## src/rtl/button_conditioner.sv

```systemverilog
// Push-button conditioner: per-channel 2-FF synchronizer, debounce filter,
// one-cycle press/release pulses and optional hold-to-auto-repeat.
module button_conditioner #(
  parameter int                 NUM_BTN         = 4,
  parameter int                 DEBOUNCE_CYCLES = 1_000_000,
  parameter int                 REPEAT_DELAY    = 25_000_000,
  parameter int                 REPEAT_RATE     = 5_000_000,
  parameter logic [NUM_BTN-1:0] REPEAT_EN       = '0,
  parameter int                 ACTIVE_LOW      = 0
) (
  input  logic               clk,
  input  logic               reset,
  input  logic [NUM_BTN-1:0] btn_raw,
  output logic [NUM_BTN-1:0] btn_level,
  output logic [NUM_BTN-1:0] btn_press,
  output logic [NUM_BTN-1:0] btn_release,
  output logic               any_press
);

  localparam int DB_W   = $clog2(DEBOUNCE_CYCLES + 1);
  localparam int RP_MAX = (REPEAT_DELAY > REPEAT_RATE) ? REPEAT_DELAY : REPEAT_RATE;
  localparam int RP_W   = $clog2(RP_MAX + 1);

  localparam logic [DB_W-1:0]    DB_LAST    = DB_W'(DEBOUNCE_CYCLES - 1);
  localparam logic [RP_W-1:0]    DELAY_LAST = RP_W'(REPEAT_DELAY - 1);
  localparam logic [RP_W-1:0]    RATE_LAST  = RP_W'(REPEAT_RATE - 1);
  localparam logic [NUM_BTN-1:0] INV_MASK   = (ACTIVE_LOW != 0) ? '1 : '0;

  typedef enum logic [1:0] {
    ST_IDLE,
    ST_HELD,
    ST_DELAY,
    ST_REPEAT
  } state_t;

  logic [NUM_BTN-1:0] r_sync1;
  logic [NUM_BTN-1:0] r_sync2;

  // Two-stage synchronizer; polarity is normalised so 1 always means pressed.
  always_ff @(posedge clk or posedge reset) begin
    if (reset) begin
      r_sync1 <= '0;
      r_sync2 <= '0;
    end else begin
      r_sync1 <= btn_raw ^ INV_MASK;
      r_sync2 <= r_sync1;
    end
  end

  assign any_press = |btn_press;

  generate
    for (genvar gi = 0; gi < NUM_BTN; gi++) begin : g_chan
      logic            w_s;
      logic            w_rise;
      logic            w_fall;
      logic            r_level;
      logic [DB_W-1:0] r_db_cnt;
      logic [RP_W-1:0] r_rp_cnt;
      logic            r_press;
      logic            r_release;
      state_t          r_state;

      assign w_s = r_sync2[gi];
      // Level edges are decoded one edge early so the pulses line up with
      // the edge at which r_level itself changes.
      assign w_rise = w_s & ~r_level & (r_db_cnt == DB_LAST);
      assign w_fall = ~w_s & r_level & (r_db_cnt == DB_LAST);

      // Debounce: count consecutive cycles of disagreement, accept on the last one.
      always_ff @(posedge clk or posedge reset) begin
        if (reset) begin
          r_level  <= 1'b0;
          r_db_cnt <= '0;
        end else if (w_s == r_level) begin
          r_db_cnt <= '0;
        end else if (r_db_cnt == DB_LAST) begin
          r_level  <= w_s;
          r_db_cnt <= '0;
        end else begin
          r_db_cnt <= r_db_cnt + DB_W'(1);
        end
      end

      // Press/release pulses and auto-repeat sequencing; a fall overrides any repeat.
      always_ff @(posedge clk or posedge reset) begin
        if (reset) begin
          r_state   <= ST_IDLE;
          r_rp_cnt  <= '0;
          r_press   <= 1'b0;
          r_release <= 1'b0;
        end else begin
          r_press   <= 1'b0;
          r_release <= 1'b0;
          if (w_fall) begin
            r_state   <= ST_IDLE;
            r_rp_cnt  <= '0;
            r_release <= 1'b1;
          end else begin
            case (r_state)
              ST_IDLE: begin
                r_rp_cnt <= '0;
                if (w_rise) begin
                  r_press <= 1'b1;
                  r_state <= REPEAT_EN[gi] ? ST_DELAY : ST_HELD;
                end
              end
              ST_HELD: begin
                r_rp_cnt <= '0;
              end
              ST_DELAY: begin
                if (r_rp_cnt == DELAY_LAST) begin
                  r_press  <= 1'b1;
                  r_rp_cnt <= '0;
                  r_state  <= ST_REPEAT;
                end else begin
                  r_rp_cnt <= r_rp_cnt + RP_W'(1);
                end
              end
              ST_REPEAT: begin
                if (r_rp_cnt == RATE_LAST) begin
                  r_press  <= 1'b1;
                  r_rp_cnt <= '0;
                end else begin
                  r_rp_cnt <= r_rp_cnt + RP_W'(1);
                end
              end
              default: begin
                r_state  <= ST_IDLE;
                r_rp_cnt <= '0;
              end
            endcase
          end
        end
      end

      assign btn_level[gi]   = r_level;
      assign btn_press[gi]   = r_press;
      assign btn_release[gi] = r_release;
    end
  endgenerate

endmodule

```

## config.mk

```make
export PLATFORM = sky130hd
export DESIGN_NAME = button_conditioner
export DESIGN_NICKNAME = d
export VERILOG_FILES = /design/src/rtl/button_conditioner.sv
export SDC_FILE = /design/constraint.sdc
export NUM_CORES = 1
export LEC_CHECK = 0
export BUFFER_PORTS_ARGS = -buffer_cell sky130_fd_sc_hd__buf_2
export CORE_ASPECT_RATIO = 1.4
export CORE_UTILIZATION = 30
export CTS_BUF_LIST = sky130_fd_sc_hd__clkbuf_4 sky130_fd_sc_hd__clkbuf_8 sky130_fd_sc_hd__clkbuf_16
export CTS_CLUSTER_DIAMETER = 40
export CTS_CLUSTER_SIZE = 25
export DETAILED_ROUTE_END_ITERATION = 12
export GPL_TIMING_DRIVEN = 0
export SLEW_MARGIN = 20
export SYNTH_ARGS = -nofsm -noshare
export SYNTH_HDL_FRONTEND = slang
export SYNTH_SLANG_ARGS = --single-unit
```

## constraint.sdc

```tcl
create_clock -name clk -period 7.69 [get_ports clk]
set_clock_uncertainty 0.2 [all_clocks]
set_input_delay 0.3845 -clock clk [delete_from_list [all_inputs] [get_ports clk]]
set_output_delay 0.3845 -clock clk [all_outputs]
set_load 0.05 [all_outputs]
```

# == After elaboration in Yosys (flattened, before gate mapping) ==
# Cells that the tools add are included.
# totals
out_inout_bits,13
reg_bits,208
input_bits,6
wordCells,183
# op_classes
add_sub_neg,8
muxes,64
bitwise_logic,28
n_eq_ne,36
n_reduce_logical,21
# ops
cell,n
2-to-1 mux 25 bit,12
case mux 25 bit (3 select lines),4
2-to-1 mux 20 bit,8
adder 25 x 1 -> 25 bit (second input constant),4
equality test 25 x 23 -> 1 bit (second input constant),4
equality test 25 bit (second input constant),4
adder 20 x 1 -> 20 bit (second input constant),4
equality test 20 bit (second input constant),4
2-to-1 mux 2 bit,12
inequality test 3 bit (second input constant),8
2-to-1 mux 1 bit,20
bitwise AND 1 bit,16
equality test 2 bit (second input constant),8
case mux 2 bit (2 select lines),4
NOT 1 bit,12
case mux 1 bit (3 select lines),4
AND reduction 3 bit,4
nonzero test 3 bit,4
equality test 2 x 1 -> 1 bit (second input constant),4
zero test 2 bit,4
AND reduction 2 bit,4
OR reduction 2 bit,4
equality test 1 bit,4
OR reduction 4 bit,1

# == Longest topological paths before layout ==
# Gate-level depths: netlist of run 1.
# depth
depth_word,6
depth_mapped,9
ltp_nobuf,6

# == Worst setup path before layout of run 1 ==
# OpenSTA, ideal clock, no wires.
# synth_timing
path_type,reg-to-reg
from,register g_chan[2].r_db_cnt[0]
to,register g_chan[2].r_rp_cnt[9]
path_buffers,3
path_slack_ns,5.202
synth_period_minus_slack_ns,2.488
path_stages_with_launch,10
setup_time_ns,0.073
t_required_ns,7.417
arrival_time_ns,2.215
cell_sequence,dfrtp_1 ha_1 and4_1 and3_1 and3_1 clkbuf_1 or4b_1 clkbuf_1 buf_2 nor2_1
# synth_between
elab_chain_len,3
# synth_rtl
item,line_no,text
"start, declared",58,logic [DB_W-1:0] r_db_cnt;
"start signal, assigned",81,r_db_cnt <= r_db_cnt + DB_W'(1);
equality test 20 bit,68,assign w_fall = ~w_s & r_level & (r_db_cnt == DB_LAST);
bitwise AND 1 bit,68,
via g_chan[2].w_fall,56,logic w_fall;
2-to-1 mux 25 bit,95,if (w_fall) begin
"end signal, assigned",117,r_rp_cnt <= r_rp_cnt + RP_W'(1);
"end signal, assigned",125,r_rp_cnt <= r_rp_cnt + RP_W'(1);
"end, declared",59,logic [RP_W-1:0] r_rp_cnt;
# The timed path passes the listed nets, and every way through them passes these cells.
# A chain may end at the register's enable or synchronous reset.

# == Worst setup path after layout of run 1 ==
# layout_timing
from,register g_chan[2].r_db_cnt[0]
to,register g_chan[2].r_rp_cnt[13]
# Same word-level chain as after synthesis.

==> summary.txt, run 1 <==
Critical path
  • Critical-path cell with the highest stage delay: or4b_1
  • Setup crit start: g_chan[2].r_db_cnt[0]
  • Critical path data arrival time: 3020 ps
  • Type of element launching the critical path: flip-flop
  • Reg-to-reg setup timing slack: 4880 ps
  • Data required time at the worst endpoint: 7900 ps
  • Setup crit end kind: flip-flop
  • CP max stage delay: 520 ps
  • Worst reg2reg path startpoint: g_chan[2].r_db_cnt[0]
  • Critical-path cell list: ha_1 -> and4_1 -> and3_1 -> and3_1 -> clkbuf_1 -> or4b_1 -> clkbuf_1 -> buf_2 -> nor2_1
  • Capture instance of the worst register-to-register path: g_chan[2].r_rp_cnt[13]
  • Register-to-Register Path Depth: 9
  • Setup CP Type: flip-flop to flip-flop
  • Worst-path maximum fanout: 10
  • CP Capture Point: g_chan[2].r_rp_cnt[13]

Floorplanning
  • I/O Pins: 19
  • Number of rows in the core area: 79
  • CORE AREA: 33,100 µm²
  • DIE WIDTH: 157 µm
  • Initial core utilization: 0.304
  • Vertical die dimension: 219 µm
  • Die Outline Area: 34,300 µm²

Clock tree
  • TritonCTS buffer count: 34
  • CTS max path bufs: 3
  • Clk sinks: 208
  • Clock-pin slew on the worst setup and hold paths: 50 ps
  • Clock insertion delay at the later pin of the skew report: 490 ps
  • Setup bufs post-CTS: 0
  • Quantity of hold-fixing buffers added after cts: 5
  • Buffer type at the clock tree root: clkbuf_16
  • H-tree depth reported by CTS: 2
  • Post_cts resized: 0
  • Clock tree from TritonCTS: built

Placed design
  • HPWL after detailed placement: 13.1 mm
  • Instance area at placement: 10,800 µm²
  • Setup Slack @ Placement: 4900 ps
  • RD Place Congestion: 0.789
  • Port bufs: 18

Yosys
  • Cell accounting for the most synthesized area: dfrtp_1
  • Share of flip-flops with an asynchronous set or reset: 1.00
  • Post-synth cell types: 46
  • Top area cells in the synthesized netlist: dfrtp_1 (52%), xor2_1 (9.5%), nor2_1 (8.2%)
  • Proportion of netlist area held by the largest area contributor: 0.518
  • Post-Syn Nets: 1,049
  • Number of flip-flops and latches in the synthesized netlist: 208
  • Syn. warnings: 0
  • Cell area after synthesis: 10,100 µm²
  • Post-synth top flop: dfrtp_1
  • Gate count after technology mapping: 1,027
  • Seq/Total Area, Yosys: 0.518
  • Mean area per synthesized cell: 9.79 µm²
  • Number of enable flip-flop cells after synthesis: 0

Routing
  • Via density per instance: 4.65
  • Via count: 7,252
  • Total wirelength of the detailed-routed design: 19.3 mm
  • WL per Instance: 12.4 µm
  • Iter 0 DRT Violations: 299
  • Remaining routing DRC violations: 0
  • Remaining antenna violation count: 0
  • Number of optimization iterations in the first detailed-route pass: 4

GRT
  • Global-route wire length before repair: 34.3 mm
  • Remaining global-route overflow: 0
  • Largest net degree at the start of global routing: 74
  • Number of antenna violations at the first check in global routing: 0
  • Total Routing Usage GR: 0.120
  • Via count of the first global-routing pass: 7,344

STA
  • Final cycle utilization of the critical path: 0.365
  • Worst-margin pin slew: 969 ps
  • Tightest slew margin relative to the limit: 0.349
  • Final WS setup: 4880 ps
  • Pins over their slew limit: 0
  • Peak clock frequency supported by timing: 356 MHz
  • RSZ-0062 raised after global routing: false
  • Final Setup Violations: 0
  • Min Tclk post-route: 2810 ps
  • Setup TNS after final layout: 0 ps
  • Hold violation count in the final report: 0

Run status
  • Run status: completed

Pwr
  • Static leakage: 4.96 nW
  • Peak ir drop on the vdd network: 0.214 mV
  • Ratio of total power to cell area: 227 nW/µm²

Layout
  • Fraction of layout cells with a size suffix above 1: 0.101
  • Antenna diode instance count: 0
  • Design Area, Final: 12,000 µm²
  • Relative area change from synthesis to final layout: 19.5%
  • Nets: 1,110

Hold path
  • Type of the worst min-delay path: flip-flop to flip-flop
  • Hold Startpoint: r_sync1[2]

Job
  • Number of maximum-capacitance constraint violations: 0
==> state kept, by name, summed over array words and instances, names as in the netlist <==
register,count
r_sync1,4
g_chan.r_level,4
r_sync2,4
g_chan.r_rp_cnt,100
g_chan.r_state,8
g_chan.r_release,4
g_chan.r_press,4
g_chan.r_db_cnt,80
==> report_power, final <==
part           leakage (nW)  total (W)  internal (W)  switching (W)
sequential             2.88    0.00111       0.00110     0.00000567
clock                 0.582    0.00157       0.00102       0.000547
combinational          1.50  0.0000482     0.0000130      0.0000352
==> logic make-up after synthesis <==
logic type / share of synthesized area
AO/OA/AOI/OAI: 0.0160
XOR/XNOR: 0.143
adder cells (fa/ha/maj): 0.0199
buffers and inverters: 0.0331
flip-flops: 0.518
multiplexers: 0.000995
AND/OR/NAND/NOR: 0.270
==> synth_stat cells (5+ instances only) <==
master	instances
a21oi_1	6
and2_1	5
and3_1	21
and4_1	13
buf_2	5
buf_4	12
clkbuf_1	14
dfrtp_1	208
ha_1	16
inv_1	38
nand2_1	66
nand3_1	74
nand4_1	53
nand4b_1	5
nor2_1	221
nor3_1	25
nor4_1	15
nor4b_1	14
o21ai_0	5
or2_2	5
or4_1	5
xnor2_1	55
xor2_1	109
==> layout make-up <==
type / instances / area (µm²)
Fill cell: 3333 / 21100
Sequential cell: 208 / 5200
Multi-Input combinational cell: 748 / 4530
Clock buffer: 41 / 946
Tap cell: 445 / 557
Clock inverter: 20 / 248
Timing Repair Buffer: 25 / 195
Buffer: 33 / 190
Inverter: 38 / 150
==> routing by layer <==
metal / track usage / share of wire / vias up
li1: - / - / 3609
met2: 0.215 / 0.51 / 84
met5: 0 / 0 / -
met4: 0.0444 / 0.027 / 0
met1: 0.143 / 0.43 / 3517
met3: 0.0206 / 0.034 / 42
==> worst min path at each step <==
stage | to | cells past startpoint
2_1_floorplan | r_sync2[0] | 0
3_3_place_gp | r_sync2[0] | 0
5_1_grt | r_sync2[0] | 0
6_report | r_sync2[2] | 0
3_5_place_dp | r_sync2[2] | 0
4_1_cts | r_sync2[2] | 0
==> per-stage QoR <==
stage / hold WS, ps / std cells / utilization / total power [W]
floorplan: 131 / 1027 / - / 0.00116
global placement: 132 / 1490 / 0.323 / 0.00117
detailed placement: 135 / 1492 / 0.325 / 0.00118
CTS: 143 / 1558 / 0.363 / 0.00277
global route: 157 / 1558 / 0.363 / 0.00282
finish: 142 / 1558 / 0.363 / 0.00273
==> cells in the final DEF (no fill, tap or decap), types with 12 or more instances in the layout <==
cell / netlist / layout
xor2_1: 109 / 109
and3_1: 21 / 21
and4_1: 13 / 13
clkbuf_1: 14 / 14
inv_1: 38 / 37
nand2_1: 66 / 66
ha_1: 16 / 16
nand4_1: 53 / 53
nand3_1: 74 / 74
clkbuf_16: 0 / 35
buf_4: 12 / 12
dfrtp_1: 208 / 208
nor3_1: 25 / 25
nor2_1: 221 / 221
xnor2_1: 55 / 55
nor4b_1: 14 / 14
buf_2: 5 / 23
nor4_1: 15 / 13
==> critical path: cells and delay by family (launching register included) <==
family | cells | cell delay (ps)
buffers and inverters | 3 | 570
AND/OR/NAND/NOR | 5 | 1300
adder cells (fa/ha/maj) | 1 | 260
flip-flops | 1 | 410
(Power assumes the default switching activity.)
==> inputs of run 2 (changes only) <==
- clock period: 7.69 -> 2.3 ns (I/O delays scaled with it)
==> run 2 against run 1 <==
The flow now finishes with violations (setup timing). Flip-flop and latch count unchanged. Maximum frequency increased by 17%. Worst hold slack got worse by 110 ps. Critical path type unchanged.
==> summary.txt, run 2 (same netlist as run 1, synthesis figures left out) <==
Routing
  • Via density per instance: 4.69 (+0.80%)
  • Highest routing layer actually used: met4
  • Total wirelength of the detailed-routed design: 20.6 mm (+7.1%)
  • Number of optimization iterations in the first detailed-route pass: 6 (+2)
  • Wire length on met2: 10.9 mm (+11%)
  • Met3 wire len: 627 µm (-4.0%)
  • Iter 0 DRT Violations: 321 (+7.4%)
  • Remaining routing DRC violations: 0 (unchanged)
  • Metal1 wirelength: 8.66 mm (+4.7%)
  • WL per Instance: 13.0 µm (+5.1%)
  • Via count: 7,451 (+2.7%)
  • Remaining antenna violation count: 0 (unchanged)

GRT
  • Number of antenna violations at the first check in global routing: 0 (unchanged)
  • Total Routing Usage GR: 0.122 (+0.00211)
  • Via count of the first global-routing pass: 7,443 (+1.3%)
  • Global-route wire length before repair: 34.8 mm (+1.2%)
  • Largest net degree at the start of global routing: 32 (-57%)
  • Remaining global-route overflow: 0 (unchanged)

Floorplanning
  • DIE WIDTH: 157 µm (unchanged)
  • Number of rows in the core area: 79 (unchanged)
  • Die Outline Area: 34,300 µm² (unchanged)
  • Initial core utilization: 0.304 (unchanged)
  • CORE AREA: 33,100 µm² (unchanged)
  • Vertical die dimension: 219 µm (unchanged)
  • I/O Pins: 19 (unchanged)

Placed design
  • Port bufs: 18 (unchanged)
  • HPWL after detailed placement: 13.8 mm (+4.9%)
  • Instance area at placement: 11,000 µm² (+1.9%)
  • Number of instances in the placed design: 1,499 (+0.47%)
  • RD Place Congestion: 0.764 (-3.2%)

Layout
  • Leading cell type in the layout, fill and taps excluded: dfrtp_1
  • Regs by FF count: g_chan.r_rp_cnt x100, g_chan.r_db_cnt x80, g_chan.r_state x8
  • Number of filler instances in the final layout: 3,238 (-2.9%)
  • Design Area, Final: 12,800 µm² (+6.3%)
  • Antenna diode instance count: 0 (unchanged)
  • Count of placed standard cells in the final layout, fillers left out: 1,588 (+1.9%)
  • Relative area change from synthesis to final layout: 27.1%
  • Largest reg by FF count: g_chan.r_rp_cnt
  • Nets: 1,144 (+3.1%)
  • Max reg flops: 100 (unchanged)
  • Share of the core filled with cells in the final layout: 0.386 (+0.0228)
  • Leading cell types in the layout, fill and taps excluded: dfrtp_1 (207), nor2_1 (184), xor2_1 (109)
  • Fraction of layout cells with a size suffix above 1: 0.192 (+0.0918)

Run status
  • Run status: complete, but fails checks
  • Violated checks: setup timing

STA
  • Final cycle utilization of the critical path: 1.04 (+0.677)
  • Hold violation count in the final report: 0 (unchanged)
  • Final Setup Violations: 33 (+33)
  • Peak clock frequency supported by timing: 417 MHz (+17%)
  • Final WS setup: -98.3 ps (-4980 ps)
  • Min Tclk post-route: 2400 ps (-412 ps)
  • RSZ-0062 raised after global routing: true
  • Worst-margin pin slew: 716 ps (-253 ps)
  • Tightest slew margin relative to the limit: 0.516 (+0.167)
  • Pins over their slew limit: 0 (unchanged)

Clock tree
  • Clk sinks: 208 (unchanged)
  • Clock-pin slew on the worst setup and hold paths: 50 ps (about the same)
  • Buffer type at the clock tree root: clkbuf_16
  • Clock insertion delay at the later pin of the skew report: 550 ps (+60 ps)
  • CTS max path bufs: 3 (unchanged)
  • H-tree depth reported by CTS: 1 (-1)
  • Clock tree from TritonCTS: built
  • TritonCTS buffer count: 29 (-15%)

Critical path
  • Critical path data arrival time: 2620 ps (-400 ps)
  • Setup crit end kind: flip-flop
  • Type of element launching the critical path: flip-flop
  • Worst-path maximum fanout: 7 (-3)
  • Register-to-Register Path Depth: 6 (-3)
  • Data required time at the worst endpoint: 2530 ps (-5370 ps)
  • Reg-to-reg setup timing slack: -100 ps (-4980 ps)
  • Setup CP Type: flip-flop to flip-flop

Hold path
  • Type of the worst min-delay path: input port to flip-flop
  • Count of cells along the worst hold path: 2 (+2)

Pwr
  • Seq pwr share: 0.434 (+0.027)
  • Clock share of power: 0.541 (-0.035)
  • Internal power contribution: 0.00661 W (+210%)
  • Ratio of total power to cell area: 668 nW/µm² (+190%)
  • Sw Share: 0.226 (+0.0108)
  • Static leakage: 5.26 nW (+6.0%)
  • Portion of total power attributed to combinational logic: 0.025 (+0.007)
  • Net load switching power: 0.00193 W (+230%)
  • Peak ir drop on the vdd network: 0.509 mV (+140%)

Job
  • Number of maximum-capacitance constraint violations: 0 (unchanged)
-- run 2: worst max-delay path: stages (launching register included) --
cell	delay (ps)
dfrtp_1	390
or4_4	540
or4b_4	510
nor4_4	230
a21o_4	240
buf_6	140
nor2_1	40
-- run 2: layout make-up --
type                            instances  area, µm²  area share
Multi-Input combinational cell        748       4910       0.385
Timing Repair Buffer                   68        714      0.0559
Tap cell                              445        557      0.0436
Clock buffer                           30        739      0.0579
Buffer                                 29        233      0.0182
Clock inverter                         22        269      0.0211
Sequential cell                       208       5210       0.407
Inverter                               38        146      0.0115
-- run 2: through the flow --
step	setup TNS (ps)	hold WS [ps]	total power [W]	worst slack, ps
after global placement	-466550	25.0	0.00392	-2130
after detailed placement	-31960	-57.3	0.00397	-454
after global routing	-4970	20.5	0.00887	-153
final	-2380	36.3	0.00854	-98.3
after CTS	-5180	13.5	0.00868	-221
after floorplan	-148770	-53.6	0.00388	-715
-- run 2: worst paths after layout --
kind	start	endpoint
worst max register to register	g_chan[1].r_rp_cnt[7]	g_chan[1].r_rp_cnt[6]
min in group asynchronous	reset	g_chan[1].r_release
worst max-delay path	g_chan[1].r_rp_cnt[7]	g_chan[1].r_rp_cnt[6]
worst min-delay path	btn_raw[2]	r_sync1[2]
max in group asynchronous	reset	g_chan[0].r_db_cnt[11]
worst min register to register	r_sync1[2]	r_sync2[2]
-- run 2: per-layer routing --
metal | track usage | vias to the layer above
li1 | - | 3663
met1 | 0.140 | 3671
met2 | 0.225 | 82
met3 | 0.0192 | 35
met4 | 0.0471 | 0
met5 | 0 | -
-- run 2: power groups by stage --
| stage | combinational [W] | clock (W) | sequential (W) |
|---|---|---|---|
| 2_1_floorplan | 0.000109 | 0 | 0.00377 |
| 3_3_place_gp | 0.000151 | 0 | 0.00377 |
| 3_5_place_dp | 0.000201 | 0 | 0.00377 |
| 4_1_cts | 0.000218 | 0.00477 | 0.00370 |
| 5_1_grt | 0.000248 | 0.00491 | 0.00370 |
| 6_report | 0.000215 | 0.00462 | 0.00370 |
-- run 2: what timing repair did --
action / CTS / global route
hold buffers: 8 / 0
setup endpoints to repair: 141 / 172
buffers inserted: 17 / 13
hold endpoints to repair: 103 / 0
pin swaps: 22 / 25
cloned: 3 / 1
gates resized for setup: 40 / 78
==> inputs of run 3 (changes only) <==
- CTS_BUF_LIST: sky130_fd_sc_hd__clkbuf_4 sky130_fd_sc_hd__clkbuf_8 sky130_fd_sc_hd__clkbuf_16 -> sky130_fd_sc_hd__clkbuf_4
==> run 3 against run 2 <==
The flow still finishes with violations (setup timing). Via count increased by 0.74%. Total power is 22% lower. Utilization shrank 0.98 points. Sequential share of layout area rose by 1.1 points. Flip-flop and latch count did not move. Clock power is 41% lower. Maximum frequency decreased by 2.0%. Largest cell class unchanged. Largest power group is now sequential cells.
==> summary.txt, run 3 (same netlist as run 1, synthesis figures left out) <==
GRT
  • Total Routing Usage GR: 0.121 (-0.000921)
  • Remaining global-route overflow: 0 (unchanged)
  • Number of antenna violations at the first check in global routing: 2 (+2)
  • Via count of the first global-routing pass: 7,428 (-0.20%)
  • Largest net degree at the start of global routing: 32 (unchanged)
  • Global-route wire length before repair: 34.5 mm (-0.68%)

STA
  • Final cycle utilization of the critical path: 1.06 (+0.0211)
  • Worst-margin pin slew: 724 ps (+7.94 ps)
  • Pins over their slew limit: 0 (unchanged)
  • Hold violation count in the final report: 0 (unchanged)
  • Peak clock frequency supported by timing: 409 MHz (-2.0%)
  • Tightest slew margin relative to the limit: 0.511 (-0.00537)
  • Final Setup Violations: 41 (+24%)
  • Min Tclk post-route: 2450 ps (+48.6 ps)
  • Final WS setup: -147 ps (-48.6 ps)
  • RSZ-0062 raised after global routing: true

Clock tree
  • CTS max path bufs: 3 (unchanged)
  • Buffer type at the clock tree root: clkbuf_4
  • Clock insertion delay at the later pin of the skew report: 730 ps (+180 ps)
  • Clock-pin slew on the worst setup and hold paths: 140 ps (+90 ps)
  • H-tree depth reported by CTS: 1 (unchanged)
  • Clk sinks: 208 (unchanged)
  • TritonCTS buffer count: 29 (unchanged)
  • Clock tree from TritonCTS: built

Critical path
  • Worst-path maximum fanout: 6 (-1)
  • Type of element launching the critical path: flip-flop
  • Critical-path cell with the highest stage delay: or4_4
  • Combined buffer and inverter count along the critical path: 1 (unchanged)
  • Data required time at the worst endpoint: 2720 ps (+190 ps)
  • CP max stage delay: 540 ps (about the same)
  • Critical-path cell list: or4_4 -> or4b_4 -> nor4_4 -> a21o_4 -> buf_6 -> nor2_2
  • Setup CP Type: flip-flop to flip-flop
  • Kind of cell with the highest combined delay on the critical path: simple AND/OR/NAND/NOR gates
  • Setup crit end kind: flip-flop
  • Critical path data arrival time: 2870 ps (+250 ps)

Run status
  • Run status: complete, but fails checks
  • Violated checks: setup timing

Layout
  • Design Area, Final: 12,500 µm² (-2.5%)
  • Area used by multi-input combinational logic: 5000 µm² (+1.8%)
  • Relative area change from synthesis to final layout: 23.8%
  • Number of filler instances in the final layout: 3,280 (+1.3%)
  • Nets: 1,155 (+0.96%)
  • Regs by FF count: g_chan.r_rp_cnt x100, g_chan.r_db_cnt x80, g_chan.r_state x8
  • Leading cell types in the layout, fill and taps excluded: dfrtp_1 (206), nor2_1 (166), xor2_1 (109)
  • Largest reg by FF count: g_chan.r_rp_cnt
  • Sequential standard cell area: 5210 µm² (about the same)
  • Count of placed standard cells in the final layout, fillers left out: 1,600 (+0.76%)
  • Leading cell type in the layout, fill and taps excluded: dfrtp_1
  • Fraction of layout cells with a size suffix above 1: 0.216 (+0.0233)
  • Max reg flops: 100 (unchanged)

Pwr
  • Final Total Pwr: 0.00666 W (-22%)
  • Static leakage: 5.11 nW (-2.9%)
  • Clock share of power: 0.411 (-0.130)
  • Seq pwr share: 0.555 (+0.121)
  • Portion of total power attributed to combinational logic: 0.033 (+0.008)
  • Sw Share: 0.256 (+0.0302)
  • Net load switching power: 0.00171 W (-12%)
  • Ratio of total power to cell area: 535 nW/µm² (-20%)
  • Internal power contribution: 0.00495 W (-25%)
  • Peak ir drop on the vdd network: 0.333 mV (-35%)

Placed design
  • Number of instances in the placed design: 1,499 (unchanged)
  • Instance area at placement: 11,000 µm² (unchanged)
  • RD Place Congestion: 0.764 (unchanged)
  • Port bufs: 18 (unchanged)
  • HPWL after detailed placement: 13.8 mm (unchanged)
  • Setup Slack @ Placement: -454 ps (unchanged)

Routing
  • Total wirelength of the detailed-routed design: 20.7 mm (+0.33%)
  • WL per Instance: 12.9 µm (-0.42%)
  • Remaining antenna violation count: 0 (unchanged)
  • Number of optimization iterations in the first detailed-route pass: 4 (-2)
  • Via count: 7,506 (+0.74%)
  • Via density per instance: 4.69 (about the same)
  • Iter 0 DRT Violations: 325 (+1.2%)
  • Remaining routing DRC violations: 0 (unchanged)

Job
  • Number of maximum-capacitance constraint violations: 0 (unchanged)

Floorplanning
  • Die Outline Area: 34,300 µm² (unchanged)
  • Number of rows in the core area: 79 (unchanged)
  • DIE WIDTH: 157 µm (unchanged)
  • Vertical die dimension: 219 µm (unchanged)
  • Initial core utilization: 0.304 (unchanged)
  • I/O Pins: 19 (unchanged)
  • CORE AREA: 33,100 µm² (unchanged)

Hold path
  • Type of the worst min-delay path: flip-flop to flip-flop
[run 3: cell types whose count changed in the layout (fill, tap and decap cells not counted), sizes merged]
cell / delta
clkinv: +1
buf: +6
dlygate4sd3: +2
diode: +1
clkbuf: +2
[run 3: final cells by class]
cell class / count / area share
Inverter: 38 / 0.0118
Antenna cell: 1 / 0.000201
Sequential cell: 208 / 0.418
Tap cell: 445 / 0.0447
Multi-Input combinational cell: 748 / 0.402
Timing Repair Buffer: 78 / 0.0650
Clock inverter: 23 / 0.0219
Buffer: 30 / 0.0190
Clock buffer: 29 / 0.0175
[run 3: final timing paths]
kind                       slack, ps                      to              startpoint  cells past startpoint
hold reg to reg                  140              r_sync2[2]              r_sync1[2]                      0
hold / removal                   140              r_sync2[2]              r_sync1[2]                      0
max in group asynchronous        330   g_chan[0].r_db_cnt[9]                   reset                      9
setup reg to reg                -150  g_chan[1].r_rp_cnt[12]  g_chan[1].r_rp_cnt[10]                      6
min in group asynchronous        320   g_chan[2].r_rp_cnt[5]                   reset                      4
setup / recovery                -150  g_chan[1].r_rp_cnt[12]  g_chan[1].r_rp_cnt[10]                      6
[run 3: what timing repair did]
action,4_1_cts,5_1_grt
resized for setup,53,98
setup endpoints to repair,141,147
hold buffers,10,0
buffers inserted,14,21
hold endpoints to repair,143,0
pin swaps,25,31
cloned,3,3
[run 3: worst register-to-register path: cells and delay by family, from the launching register on]
kind	cells	cell delay (ps)
flops	1	420
buf+inv	1	150
simple gates	4	1330
compound gates	1	240
[run 3: metrics by stage]
step | setup TNS (ps) | hold slack, ps | utilization
after global routing | -6900 | 160 | 0.376
after CTS | -3920 | 152 | 0.359
after global placement | -466550 | 25.0 | 0.324
after detailed placement | -31960 | -57.3 | 0.331
final | -3540 | 141 | 0.376
after floorplan | -148770 | -53.6 | -
[run 3: power groups by stage]
stage	Clock, W	Combinational (W)	Sequential (W)
6_report	0.00274	0.000221	0.00370
5_1_grt	0.00301	0.000256	0.00370
4_1_cts	0.00287	0.000222	0.00370
3_5_place_dp	0	0.000201	0.00377
3_3_place_gp	0	0.000151	0.00377
2_1_floorplan	0	0.000109	0.00377
[run 3: routing by layer]
metal / GRT usage / wire [µm] / part of all wire
met2: 0.224 / 10900 / 0.53
met5: 0 / 14 / 0.00068
met3: 0.0194 / 633 / 0.031
met1: 0.138 / 8600 / 0.42
met4: 0.0461 / 516 / 0.025
